<file path="src/rtl/serial_comparator_pkg.sv">
// -----------------------------------------------------------------------------
// serial_comparator_pkg
// Shared types for the bit-serial magnitude comparator:
//   state_e : controller states (IDLE, SHIFT, DONE)
//   dec_e   : 2-bit running decision (UNDEC, GT, LT)
//   dec_to_flags : maps a final decision onto the {gt, lt, eq} flag triple
// -----------------------------------------------------------------------------
package serial_comparator_pkg;

   typedef enum logic [1:0] {
      ST_IDLE  = 2'd0,
      ST_SHIFT = 2'd1,
      ST_DONE  = 2'd2
   } state_e;

   typedef enum logic [1:0] {
      DEC_UNDEC = 2'd0,
      DEC_GT    = 2'd1,
      DEC_LT    = 2'd2
   } dec_e;

   // {gt, lt, eq}; a decision still undecided after the last bit means equal
   function automatic logic [2:0] dec_to_flags(input dec_e dec);
      logic [2:0] flags;
      case (dec)
         DEC_GT:  flags = 3'b100;
         DEC_LT:  flags = 3'b010;
         default: flags = 3'b001;
      endcase
      return flags;
   endfunction

endpackage

</file>
<file path="src/rtl/serial_comparator_if.sv">
// -----------------------------------------------------------------------------
// serial_comparator_if
// Operand/result handshake bundle of the serial comparator.
//   in_valid/in_ready : operand handshake, a/b carry the operands
//   out_valid/out_ready : result handshake, gt/lt/eq carry the result
//   busy : comparator is not idle
// modport master : producer/consumer side (testbench or system)
// modport slave  : comparator side
// -----------------------------------------------------------------------------
interface serial_comparator_if #(
   parameter int N_WIDTH = 4
);
   logic               in_valid;
   logic               in_ready;
   logic [N_WIDTH-1:0] a;
   logic [N_WIDTH-1:0] b;
   logic               out_valid;
   logic               out_ready;
   logic               gt;
   logic               lt;
   logic               eq;
   logic               busy;

   modport master (
      output in_valid, a, b, out_ready,
      input  in_ready, out_valid, gt, lt, eq, busy
   );

   modport slave (
      input  in_valid, a, b, out_ready,
      output in_ready, out_valid, gt, lt, eq, busy
   );
endinterface

</file>
<file path="src/rtl/serial_cmp_bit_step.sv">
// -----------------------------------------------------------------------------
// serial_cmp_bit_step
// One step of the MSB-first comparison: folds one bit pair into the running
// decision. Once a decision is made it is sticky.
//   a_bit_i, b_bit_i : current bit pair
//   is_msb_i         : bit pair is the sign position
//   dec_i / dec_o    : running decision in / updated decision out
// Parameter SIGNED : 1 = two's complement (sign bit weighs negative)
// -----------------------------------------------------------------------------
module serial_cmp_bit_step
   import serial_comparator_pkg::*;
#(
   parameter int SIGNED = 1
) (
   input  logic a_bit_i,
   input  logic b_bit_i,
   input  logic is_msb_i,
   input  dec_e dec_i,
   output dec_e dec_o
);

   // decision update for one bit pair
   always_comb begin
      dec_o = dec_i;
      if (dec_i != DEC_UNDEC) begin
         dec_o = dec_i;
      end else if (a_bit_i == b_bit_i) begin
         dec_o = DEC_UNDEC;
      end else if (is_msb_i && (SIGNED != 0)) begin
         // a set sign bit marks the negative, i.e. smaller, operand
         dec_o = a_bit_i ? DEC_LT : DEC_GT;
      end else begin
         dec_o = a_bit_i ? DEC_GT : DEC_LT;
      end
   end

endmodule

</file>
<file path="src/rtl/serial_comparator.sv">
// -----------------------------------------------------------------------------
// serial_comparator
// Bit-serial magnitude comparator: captures a/b, examines one bit pair per
// clock MSB first, then presents exactly one of gt/lt/eq with out_valid until
// the consumer accepts it.
// Ports:
//   clk   : clock, rising edge
//   rst_n : asynchronous active-low reset
//   bus   : serial_comparator_if.slave (in_valid/in_ready/a/b,
//           out_valid/out_ready/gt/lt/eq, busy)
// Parameters: N_WIDTH (operand width, >= 2), SIGNED (1 = two's complement)
// Build option: define SERIAL_CMP_EARLY_EXIT_EN to finish at the first
// differing bit pair instead of always walking all N_WIDTH bits.
// -----------------------------------------------------------------------------
module serial_comparator
   import serial_comparator_pkg::*;
#(
   parameter int N_WIDTH = 4,
   parameter int SIGNED  = 1
) (
   input  logic                clk,
   input  logic                rst_n,
   serial_comparator_if.slave  bus
);

   localparam int              IDX_W   = (N_WIDTH > 1) ? $clog2(N_WIDTH) : 1;
   localparam logic [IDX_W-1:0] IDX_MSB = IDX_W'(N_WIDTH - 1);

   state_e             state_q, state_d;
   logic [N_WIDTH-1:0] a_q, a_d;
   logic [N_WIDTH-1:0] b_q, b_d;
   logic [IDX_W-1:0]   idx_q, idx_d;
   dec_e               dec_q, dec_d;
   logic               out_valid_q, out_valid_d;
   logic [2:0]         flags_q, flags_d;   // {gt, lt, eq}
   dec_e               step_dec_s;
   logic               last_step_s;

   serial_cmp_bit_step #(
      .SIGNED (SIGNED)
   ) u_bit_step (
      .a_bit_i  (a_q[idx_q]),
      .b_bit_i  (b_q[idx_q]),
      .is_msb_i (idx_q == IDX_MSB),
      .dec_i    (dec_q),
      .dec_o    (step_dec_s)
   );

`ifdef SERIAL_CMP_EARLY_EXIT_EN
   // stop as soon as a decision exists; equal operands still reach bit 0
   assign last_step_s = (idx_q == '0) || (step_dec_s != DEC_UNDEC);
`else
   assign last_step_s = (idx_q == '0);
`endif

   // next-state and datapath control
   always_comb begin
      state_d     = state_q;
      a_d         = a_q;
      b_d         = b_q;
      idx_d       = idx_q;
      dec_d       = dec_q;
      out_valid_d = out_valid_q;
      flags_d     = flags_q;
      case (state_q)
         ST_IDLE: begin
            if (bus.in_valid) begin
               a_d     = bus.a;
               b_d     = bus.b;
               idx_d   = IDX_MSB;
               dec_d   = DEC_UNDEC;
               state_d = ST_SHIFT;
            end else begin
               state_d = ST_IDLE;
            end
         end
         ST_SHIFT: begin
            dec_d = step_dec_s;
            if (last_step_s) begin
               state_d     = ST_DONE;
               out_valid_d = 1'b1;
               flags_d     = dec_to_flags(step_dec_s);
            end else begin
               idx_d = idx_q - IDX_W'(1);
            end
         end
         ST_DONE: begin
            if (bus.out_ready) begin
               state_d     = ST_IDLE;
               out_valid_d = 1'b0;
               flags_d     = 3'b000;
            end else begin
               state_d = ST_DONE;
            end
         end
         default: begin
            state_d     = ST_IDLE;
            out_valid_d = 1'b0;
            flags_d     = 3'b000;
         end
      endcase
   end

   // state and datapath registers
   always_ff @(posedge clk or negedge rst_n) begin
      if (!rst_n) begin
         state_q     <= ST_IDLE;
         a_q         <= '0;
         b_q         <= '0;
         idx_q       <= '0;
         dec_q       <= DEC_UNDEC;
         out_valid_q <= 1'b0;
         flags_q     <= 3'b000;
      end else begin
         state_q     <= state_d;
         a_q         <= a_d;
         b_q         <= b_d;
         idx_q       <= idx_d;
         dec_q       <= dec_d;
         out_valid_q <= out_valid_d;
         flags_q     <= flags_d;
      end
   end

   assign bus.in_ready  = (state_q == ST_IDLE);
   assign bus.busy      = (state_q != ST_IDLE);
   assign bus.out_valid = out_valid_q;
   assign bus.gt        = flags_q[2];
   assign bus.lt        = flags_q[1];
   assign bus.eq        = flags_q[0];

endmodule

</file>
<file path="src/flat_wrapper.sv">
// flat-port wrapper written by rule: the top's interface ports become plain ports
module serial_comparator_flat import serial_comparator_pkg::*;
#(
   parameter int N_WIDTH = 4,
   parameter int SIGNED  = 1
)
  (clk, rst_n, bus_in_valid, bus_a, bus_b, bus_out_ready, bus_in_ready, bus_out_valid, bus_gt, bus_lt, bus_eq, bus_busy);
  serial_comparator_if #(.N_WIDTH(N_WIDTH)) bus_i ();
  input  logic clk;
  input  logic rst_n;
  input wire logic [$bits(bus_i.in_valid)-1:0] bus_in_valid;
  input wire logic [$bits(bus_i.a)-1:0] bus_a;
  input wire logic [$bits(bus_i.b)-1:0] bus_b;
  input wire logic [$bits(bus_i.out_ready)-1:0] bus_out_ready;
  output wire logic [$bits(bus_i.in_ready)-1:0] bus_in_ready;
  output wire logic [$bits(bus_i.out_valid)-1:0] bus_out_valid;
  output wire logic [$bits(bus_i.gt)-1:0] bus_gt;
  output wire logic [$bits(bus_i.lt)-1:0] bus_lt;
  output wire logic [$bits(bus_i.eq)-1:0] bus_eq;
  output wire logic [$bits(bus_i.busy)-1:0] bus_busy;
  assign bus_i.in_valid = bus_in_valid;
  assign bus_i.a = bus_a;
  assign bus_i.b = bus_b;
  assign bus_i.out_ready = bus_out_ready;
  assign bus_in_ready = bus_i.in_ready;
  assign bus_out_valid = bus_i.out_valid;
  assign bus_gt = bus_i.gt;
  assign bus_lt = bus_i.lt;
  assign bus_eq = bus_i.eq;
  assign bus_busy = bus_i.busy;
  serial_comparator #(.N_WIDTH(N_WIDTH), .SIGNED(SIGNED)) u_core (.clk(clk), .rst_n(rst_n), .bus(bus_i));
endmodule
</file>
<file path="config.mk">
export PLATFORM = sky130hd
export DESIGN_NAME = serial_comparator_flat
export DESIGN_NICKNAME = d
export VERILOG_FILES = /design/src/rtl/serial_comparator_pkg.sv /design/src/rtl/serial_comparator_if.sv /design/src/rtl/serial_cmp_bit_step.sv /design/src/rtl/serial_comparator.sv /design/src/flat_wrapper.sv
export SDC_FILE = /design/constraint.sdc
export NUM_CORES = 1
export LEC_CHECK = 0
export ABC_AREA = 1
export CAP_MARGIN = 20
export CORE_UTILIZATION = 50
export DETAILED_ROUTE_END_ITERATION = 10
export PLACE_DENSITY = 0.77
export REMOVE_ABC_BUFFERS = 1
export SETUP_SLACK_MARGIN = 0.4
export SLEW_MARGIN = 20
export SYNTH_ARGS = -nofsm -noshare
export SYNTH_HDL_FRONTEND = slang
export SYNTH_HIERARCHICAL = 1
export SYNTH_SLANG_ARGS = --single-unit
</file>
<file path="constraint.sdc">
create_clock -name clk -period 2.35 [get_ports clk]
set_clock_uncertainty 0.15 [all_clocks]
set_input_delay 0.235 -clock clk [delete_from_list [all_inputs] [get_ports clk]]
set_output_delay 0.235 -clock clk [all_outputs]
set_load 0.02 [all_outputs]
</file>
==> summary.txt <==
Run status
  • Status: complete, no violations

Timing
  • Final setup fails: 0
  • Worst Tran Pin Value: 273 ps
  • Tmin final: 1830 ps
  • Fin. Hold Viols: 0
  • Max Transition Viols Final: 0
  • Fin Hold WS: 103 ps
  • Unrepaired setup endpoints after global routing: no
  • TNS Setup: 0 ps
  • Max Freq: 545 MHz
  • Fin crit share: 78.1%
  • Relative slew slack: 81.8%

Clock tree
  • CTS hold repair buffers: 0
  • Num CTS Buffers: 3
  • Max clock buf depth: 2
  • Clk pin slew, worst setup/hold paths: 90 ps
  • CTS tree: done
  • Root Driver: clkbuf_4
  • Clk sink count: 18
  • Clock latency on the worst-skew pair: 290 ps
  • Htree depth: 1

Cells and area
  • Fillers: 153
  • Area growth from synthesis to layout: 30.1%
  • Share of post-route cells with drive strength above 1: 19.4%
  • Nets: 162
  • Diode count: 0
  • Final core occ: 70.6%

Logic synthesis
  • Synth Register Bits: 18
  • Seq/Total Area, Yosys: 47.1%
  • Post-synthesis cell area: 957 um2
  • Syn Inst Count: 120
  • Unique cell type count in the Yosys netlist: 16
  • Synthesis Warnings: 6
  • Mean Syn Cell Area: 7.98 um2

Critical path
  • Crit-path max FO: 7
  • Critical path endpoint category: register
  • Crit-path cells: inv_2, nor2_1, nor2_1, o21ai_2, nand2_2, inv_2, nand2_1, nand2_2, nand3_2, nand2_2, inv_2, ha_4, nand2_1, nand2_1
  • Slowest cell on the critical path: dfrtp_1
  • Startpoint Class: register
  • CP peak stage delay: 410 ps
  • Critical path required time: 2390 ps
  • Setup Crit Path Kind: register to register
  • Worst Path Arrival: 1880 ps

Global route
  • Largest net degree at the start of global routing: 19
  • Initial antenna violation count: 0
  • Total gr overflow: 0
  • GRT Total Usage: 20.2%
  • First-pass GRT wire length: 2930 um
  • Vias in the first global route: 736

Place
  • IO buf count: 17
  • Routability congestion estimate: 0.735
  • Post-DP HPWL: 1320 um

Detailed routing
  • Via density: 4.95
  • DR DRC count: 0
  • DRT antenna net count: 0
  • Via count: 837
  • Routed WL per cell: 10.9 um
  • Routed wire length: 1850 um
  • DR pass1 iterations: 4
  • DRT iter0 DRCs: 22

Floorplan
  • Die span in y: 45.8 um
  • Core box area: 1760 um2
  • DIE WIDTH: 45.8 um
  • # IOs: 18
  • Die area: 2090 um2
  • Initial Utilization: 54.3%
  • Row cnt: 15

Power and ir drop
  • Power Total: 0.00184 W
  • PD cells: 1480 nW/um2
  • Worst VDD drop: 0.714 mV
  • Leakage: 0.658 nW

Flow run
  • Max Cap Violations: 0

Hold path
  • Hold Crit Class: primary input to asynchronous set/reset pin
[synth_stat cells]
library cell  number  area share (%)
a21oi_2            2             1.8
inv_1             15             5.9
nand2_2            1            0.65
dfrtp_1           18              47
a21o_1             1            0.78
buf_6              1             1.2
nand3_1           12             6.3
nor2_1             6             2.4
a21oi_1            2             1.0
o21ai_0            7             3.7
nand2_1           46              18
inv_2              1            0.39
nor2_8             1             2.1
ha_1               4             5.2
nor2_4             2             2.4
nand2_4            1             1.2
[area by class of cell]
| cell class | instances | area [um2] | area share [%] |
|---|---|---|---|
| well taps | 25 | 31.3 | 2.51 |
| multi-input cells | 85 | 473 | 38.0 |
| inverters | 16 | 60.1 | 4.82 |
| flip-flops and latches | 18 | 452 | 36.3 |
| repair buffers | 22 | 206 | 16.6 |
| clock buffers | 3 | 22.5 | 1.81 |
[placed cells by master, fill, tap and decap left out]
cell              n
inv_1            13
a21oi_2           3
inv_2             3
a21oi_1           1
dfrtp_1          17
o21ai_2           1
ha_4              1
nor2_4            2
clkdlybuf4s50_1  16
o21ai_0           3
clkbuf_4          3
nand2_4           1
ha_1              3
nor2_8            1
a21o_1            1
dlygate4sd2_1     1
nor2_1            6
o21ai_1           3
dfrtp_2           1
nand3_2           1
buf_4             5
nand2_2           6
nand2_1          41
nand3_1          11
[kinds of logic after synthesis]
| family | Yosys count | share of synthesized area (%) |
|---|---|---|
| AND/OR/NAND/NOR | 69 | 32.9 |
| flip-flops | 18 | 47.1 |
| buffers and inverters | 17 | 7.45 |
| adder cells (fa/ha/maj) | 4 | 5.23 |
| AO/OA/AOI/OAI | 12 | 7.32 |
[power by group]
| part | internal [W] | switching [W] |
|---|---|---|
| clock network | 0.0000597 | 0.0000897 |
| registers | 0.000453 | 0.000115 |
| logic | 0.000446 | 0.000676 |
[sequential cells by signal, summed over array words and instances, names as in the netlist]
name                  count
u_core/a_q                4
u_core/b_q                4
u_core/bus.out_valid      1
u_core/dec_q              2
u_core/flags_q            3
u_core/idx_q              2
u_core/state_q            2
[stage by stage]
| step | instance area (um2) | setup WS (ps) | cells |
|---|---|---|---|
| global route | 1240 | 363 | 169 |
| global placement | 1150 | 465 | 162 |
| floorplan | 946 | 548 | 119 |
| finish | 1240 | 516 | 169 |
| CTS | 1190 | 410 | 167 |
| detailed placement | 1150 | 374 | 162 |
[worst paths after layout]
| kind | start | end | slack (ps) | depth (start not counted) |
|---|---|---|---|---|
| setup reg to reg | u_core/idx_q[0] | u_core/flags_q[0] | 520 | 14 |
| setup / recovery | u_core/idx_q[0] | u_core/flags_q[0] | 520 | 14 |
| hold reg to reg | u_core/flags_q[2] | u_core/flags_q[2] | 330 | 2 |
| min in group clk | u_core/flags_q[2] | u_core/flags_q[2] | 330 | 2 |
| hold / removal | rst_n | u_core/state_q[0] | 100 | 2 |
| max in group asynchronous | rst_n | u_core/state_q[1] | 1740 | 2 |
[routing by layer]
layer / up-vias / track usage (%) / share of wire [%]
met4: 0 / 10.6 / 1.1
met2: 31 / 34.3 / 51
met1: 380 / 24.4 / 41
li1: 424 / - / -
met5: - / 0 / 0
met3: 2 / 3.57 / 6.5
[critical path, delay by kind of cell, from the launching register on]
kind                     cells  cell delay (ps)
adder cells (fa/ha/maj)      1              200
AND/OR/NAND/NOR              9              640
AO/OA/AOI/OAI                1               70
flip-flops                   1              410
buffers and inverters        3              240
[repair_timing]
| action | in CTS | in global routing |
|---|---|---|
| cloned | 0 | 0 |
| pin swaps | 1 | 5 |
| setup endpoints to repair | 3 | 6 |
| setup buffers | 2 | 2 |
| gates resized for setup | 1 | 16 |
Power figures use the tool's default switching activity.
==> RTL change 1, RTL diff (config.mk and constraints unchanged) <==
Re-encode `state_e` (3 states) as one-hot, 3 bits wide.
--- a/src/rtl/serial_comparator_pkg.sv
+++ b/src/rtl/serial_comparator_pkg.sv
@@ -7,10 +7,10 @@
 // -----------------------------------------------------------------------------
 package serial_comparator_pkg;
 
-   typedef enum logic [1:0] {
-      ST_IDLE  = 2'd0,
-      ST_SHIFT = 2'd1,
-      ST_DONE  = 2'd2
+   typedef enum logic [2:0] {
+      ST_IDLE  = 3'b001,
+      ST_SHIFT = 3'b010,
+      ST_DONE  = 3'b100
    } state_e;
 
    typedef enum logic [1:0] {
Behaviour: no difference found for any inputs over 10 cycles, from zero or initial values and one cycle with rst_n low; not proved beyond that.
==> RTL change 1 against the unedited design <==
Area after synthesis rose by 11%. Worst setup slack got worse by 0.23 ns. Critical endpoint unchanged. Fmax shrank 11%. Sequential cell count increased by 1. Sequential share of layout area shrank 1.6 points. Design area is 11% higher. Critical path type unchanged. Largest power group unchanged. Sequential power is 5.8% higher. Wire length increased by 28%. Utilization shrank 0.87 points. Count of clock-buffer cells in the layout stayed put. Total power increased by 5.0%. Die area grew 10%.
==> RTL change 1: results (changes against the unedited design) <==
[cts]
post_cts_gate_resize_count = 7  ; +6
numClockSinks = 19  ; +1

[layout]
reg.largest.list = u_core/a_q (4), u_core/b_q (4)
comb.multi_input.count = 96  ; +13%
final-seq-area_um2 = 479  ; +6.1%
inverters = 20  ; +4
clock_tree_area_fraction_pct = 1.99  ; +0.18 points
seq_area_share_pct = 34.7  ; -1.6 points
bufAreaShareNonClock_pct = 14.6  ; -2.0 points

[setup_path]
worst_path_max_delay_cell = sky130_fd_sc_hd__dfrtp_2
worst-r2r-cell-count = 13  ; -1
regToRegSetupSlack_ns = 0.28  ; -0.23 ns
path_max_fanout = 6  ; -1

[routing]
vias_post_dr = 959  ; +15%
drt_iter0_markers = 14  ; -36%
vias_per_cell = 5.13  ; +3.5%
routed-wl-met3_um = 115  ; -4.2%

[die]
std_cell_rows = 16  ; +1

[global_route]
grt.met2_usage_pct = 37.0  ; +2.7 points
grt_pass1_wl_mm = 3.41  ; +17%
use_met1_pct = 25.6  ; +1.3 points
grt_max_degree = 20  ; +1

[pwr]
switching_power_uw = 948  ; +7.6%
power.ir.vdd_worst_v = 0.000895  ; +25%
power.internal_uw = 983  ; +2.5%

[timing]
timing.fmax_ghz = 0.484  ; -11%
fin_hold_ws_ns = 0.104  ; +0.000861 ns

[placed_design]
inst_count_dp = 180  ; +11%
detailedPlace.worstSlack_ns = 0.208  ; -0.166 ns

[synthesis]
netlist_top_cells_count = sky130_fd_sc_hd__nand2_1, sky130_fd_sc_hd__nand3_1, sky130_fd_sc_hd__dfrtp_1
synth_cells = 137  ; +14%
synth_seq_area_share_pct = 45.0  ; -2.0 points

[status]
run_status = finished clean

RTL change 1: logic make-up (layout without fill, tap and decap cells):
kind of cell    count (synthesis)  count (layout)  share of synthesized area [%]
compound gates                  6               6                           3.07
fa+ha+maj                       4               4                           4.73
buf+inv                        22              45                           9.10
flops                          19              19                           45.0
simple gates                   86              86                           38.1
RTL change 1: worst reg2reg max path, stage by stage (launching register included):
cell and delay, ns:
sky130_fd_sc_hd__dfrtp_2 0.48, sky130_fd_sc_hd__inv_4 0.11, sky130_fd_sc_hd__nor2_2 0.06, sky130_fd_sc_hd__o22ai_4 0.21, sky130_fd_sc_hd__nand2_1 0.14, sky130_fd_sc_hd__nand2_2 0.12, sky130_fd_sc_hd__nand3_2 0.08, sky130_fd_sc_hd__nand2_2 0.10
sky130_fd_sc_hd__inv_2 0.05, sky130_fd_sc_hd__ha_4 0.25, sky130_fd_sc_hd__inv_1 0.03, sky130_fd_sc_hd__nor2_1 0.08, sky130_fd_sc_hd__nand3_1 0.07, sky130_fd_sc_hd__nand2_1 0.07
==> RTL change 2, RTL diff (same settings) <==
Without the edit above. `N_WIDTH` is set to 4 in 3 places; all go to 2.
--- a/src/rtl/serial_comparator_if.sv
+++ b/src/rtl/serial_comparator_if.sv
@@ -8,7 +8,7 @@
 // modport slave  : comparator side
 // -----------------------------------------------------------------------------
 interface serial_comparator_if #(
-   parameter int N_WIDTH = 4
+   parameter int N_WIDTH = 2
 );
    logic               in_valid;
    logic               in_ready;
--- a/src/rtl/serial_comparator.sv
+++ b/src/rtl/serial_comparator.sv
@@ -15,7 +15,7 @@
 module serial_comparator
    import serial_comparator_pkg::*;
 #(
-   parameter int N_WIDTH = 4,
+   parameter int N_WIDTH = 2,
    parameter int SIGNED  = 1
 ) (
    input  logic                clk,
--- a/src/flat_wrapper.sv
+++ b/src/flat_wrapper.sv
@@ -1,7 +1,7 @@
 // flat-port wrapper written by rule: the top's interface ports become plain ports
 module serial_comparator_flat import serial_comparator_pkg::*;
 #(
-   parameter int N_WIDTH = 4,
+   parameter int N_WIDTH = 2,
    parameter int SIGNED  = 1
 )
   (clk, rst_n, bus_in_valid, bus_a, bus_b, bus_out_ready, bus_in_ready, bus_out_valid, bus_gt, bus_lt, bus_eq, bus_busy);
Ports: changed (resized bus_a and bus_b); port bits go from 18 to 14. No check against the original RTL was run, so the function may have changed too.
==> RTL change 2 against the unedited design <==
Area after synthesis shrank 29%. Largest cell class is now sequential cells. Die area shrank 28%. First-iteration DRC count fell by 55%. Design area decreased by 29%. Worst setup slack improved by 0.066 ns. Count of clock-buffer cells in the layout grew 1. Total power decreased by 33%. Critical endpoint unchanged. Cell count is 29% lower. Via count decreased by 30%. Clock power decreased by 11%. Wire length is 27% lower. Sequential cell count shrank 5.
==> RTL change 2: results (changes against the unedited design) <==
[status]
run_status = finished clean

[placed_design]
detailed_place_hpwl_mm = 1.00  ; -24%
detailedPlace.worstSlack_ns = 0.373  ; -0.000493 ns
place.gp.congestion = 0.732  ; -0.35%
placement.cell_area_um2 = 830  ; -28%
port_buffers = 13  ; -4
inst_count_dp = 114  ; -30%

[layout]
n_fill_cell = 90  ; -41%
inverters = 12  ; -4
clock_buffer_count = 4  ; +1
signal_buffers = 15  ; -32%
layout.nets = 117  ; -28%
multi_input_area_share_pct = 36.2  ; -1.7 points
comb.multi_input.count = 62  ; -27%
post-route-cell-area_um2 = 887  ; -29%
bufAreaShareNonClock_pct = 16.5  ; -0.081 points
seq_area_share_pct = 37.0  ; +0.67 points
clock_tree_area_fraction_pct = 2.96  ; +1.2 points
drive_gt1_share_pct = 17.9  ; -1.5 points

[pwr]
power.internal_uw = 664  ; -31%
p_seq_uw = 418  ; -26%
power.static_leakage_uw = 0.000478  ; -27%
power.ir.vdd_worst_v = 0.000783  ; +9.7%
clk-power_uw = 133  ; -11%

[cts]
numClockSinks = 13  ; -5
post_cts_gate_resize_count = 2  ; +1
worst_skew_pair.late_latency_ns = 0.26  ; -0.03 ns
cts.repair_timing.setup_buffer_count = 0  ; -2

[setup_path]
worst-r2r-cell-count = 11  ; -3
regToRegSetupSlack_ns = 0.58  ; +0.07 ns
worst_path_max_delay_cell = sky130_fd_sc_hd__dfrtp_2
rr_startpoint = u_core/idx_q
timing.critical_path.arrival_ns = 1.78  ; -0.10 ns
timing.critical_path.slowest_cell_delay_ns = 0.45  ; +0.04 ns

[routing]
drt_iter0_markers = 10  ; -55%
drt_wl_total_mm = 1.34  ; -27%
met2_length_um = 632  ; -33%
vias_post_dr = 585  ; -30%
drt-wirelength-per-cell_um = 11.2  ; +2.3%
top_layer_used = met4
met1_length_um = 648  ; -15%

[timing]
fin_hold_ws_ns = 0.193  ; +0.0904 ns
timing_hold_violations_final = 0  ; unchanged
maxSlewHeadroom_pct = 59.9  ; -22 points
timing.fmax_ghz = 0.566  ; +3.8%

[die]
die_width_um = 38.9  ; -15%

[synthesis]
synth_cells = 87  ; -28%
synth_cell_types = 14  ; -2
netlist_top_cells_count = sky130_fd_sc_hd__nand2_1, sky130_fd_sc_hd__dfrtp_1, sky130_fd_sc_hd__inv_1
yosys-top-cells-area = sky130_fd_sc_hd__dfrtp_1, sky130_fd_sc_hd__nand2_1, sky130_fd_sc_hd__inv_1, sky130_fd_sc_hd__nand3_1, sky130_fd_sc_hd__ha_1
synth_seq_area_share_pct = 47.7  ; +0.65 points

[global_route]
use_met3_pct = 5.20  ; +1.6 points
grt.met2_usage_pct = 38.3  ; +4.0 points
grt_max_degree = 14  ; -5
use_met1_pct = 30.3  ; +5.9 points
grt_pass1_vias = 540  ; -27%
grt_use_total_pct = 23.8  ; +3.5 points
grt_pass1_wl_mm = 2.35  ; -20%

## RTL change 2: cell count changes after synthesis, moves of 2 or more
cell / before / now
sky130_fd_sc_hd__a21oi_1: 2 / 0
sky130_fd_sc_hd__a21oi_2: 2 / 0
sky130_fd_sc_hd__dfrtp_1: 18 / 13
sky130_fd_sc_hd__ha_1: 4 / 2
sky130_fd_sc_hd__inv_1: 15 / 10
sky130_fd_sc_hd__nand2_1: 46 / 40
sky130_fd_sc_hd__nand3_1: 12 / 6
sky130_fd_sc_hd__nand4_1: 0 / 3
sky130_fd_sc_hd__nor2_1: 6 / 1
sky130_fd_sc_hd__o21ai_0: 7 / 3
## RTL change 2: cells by family (layout without fill, tap and decap cells)
group | after synthesis | in the layout | share of synthesized area (%)
DFF | 13 | 13 | 47.7
AOI/OAI and AO/OA | 5 | 5 | 4.22
adders and majority gates | 2 | 2 | 3.67
buffers and inverters | 12 | 31 | 6.61
and+or+nand+nor | 55 | 55 | 37.8
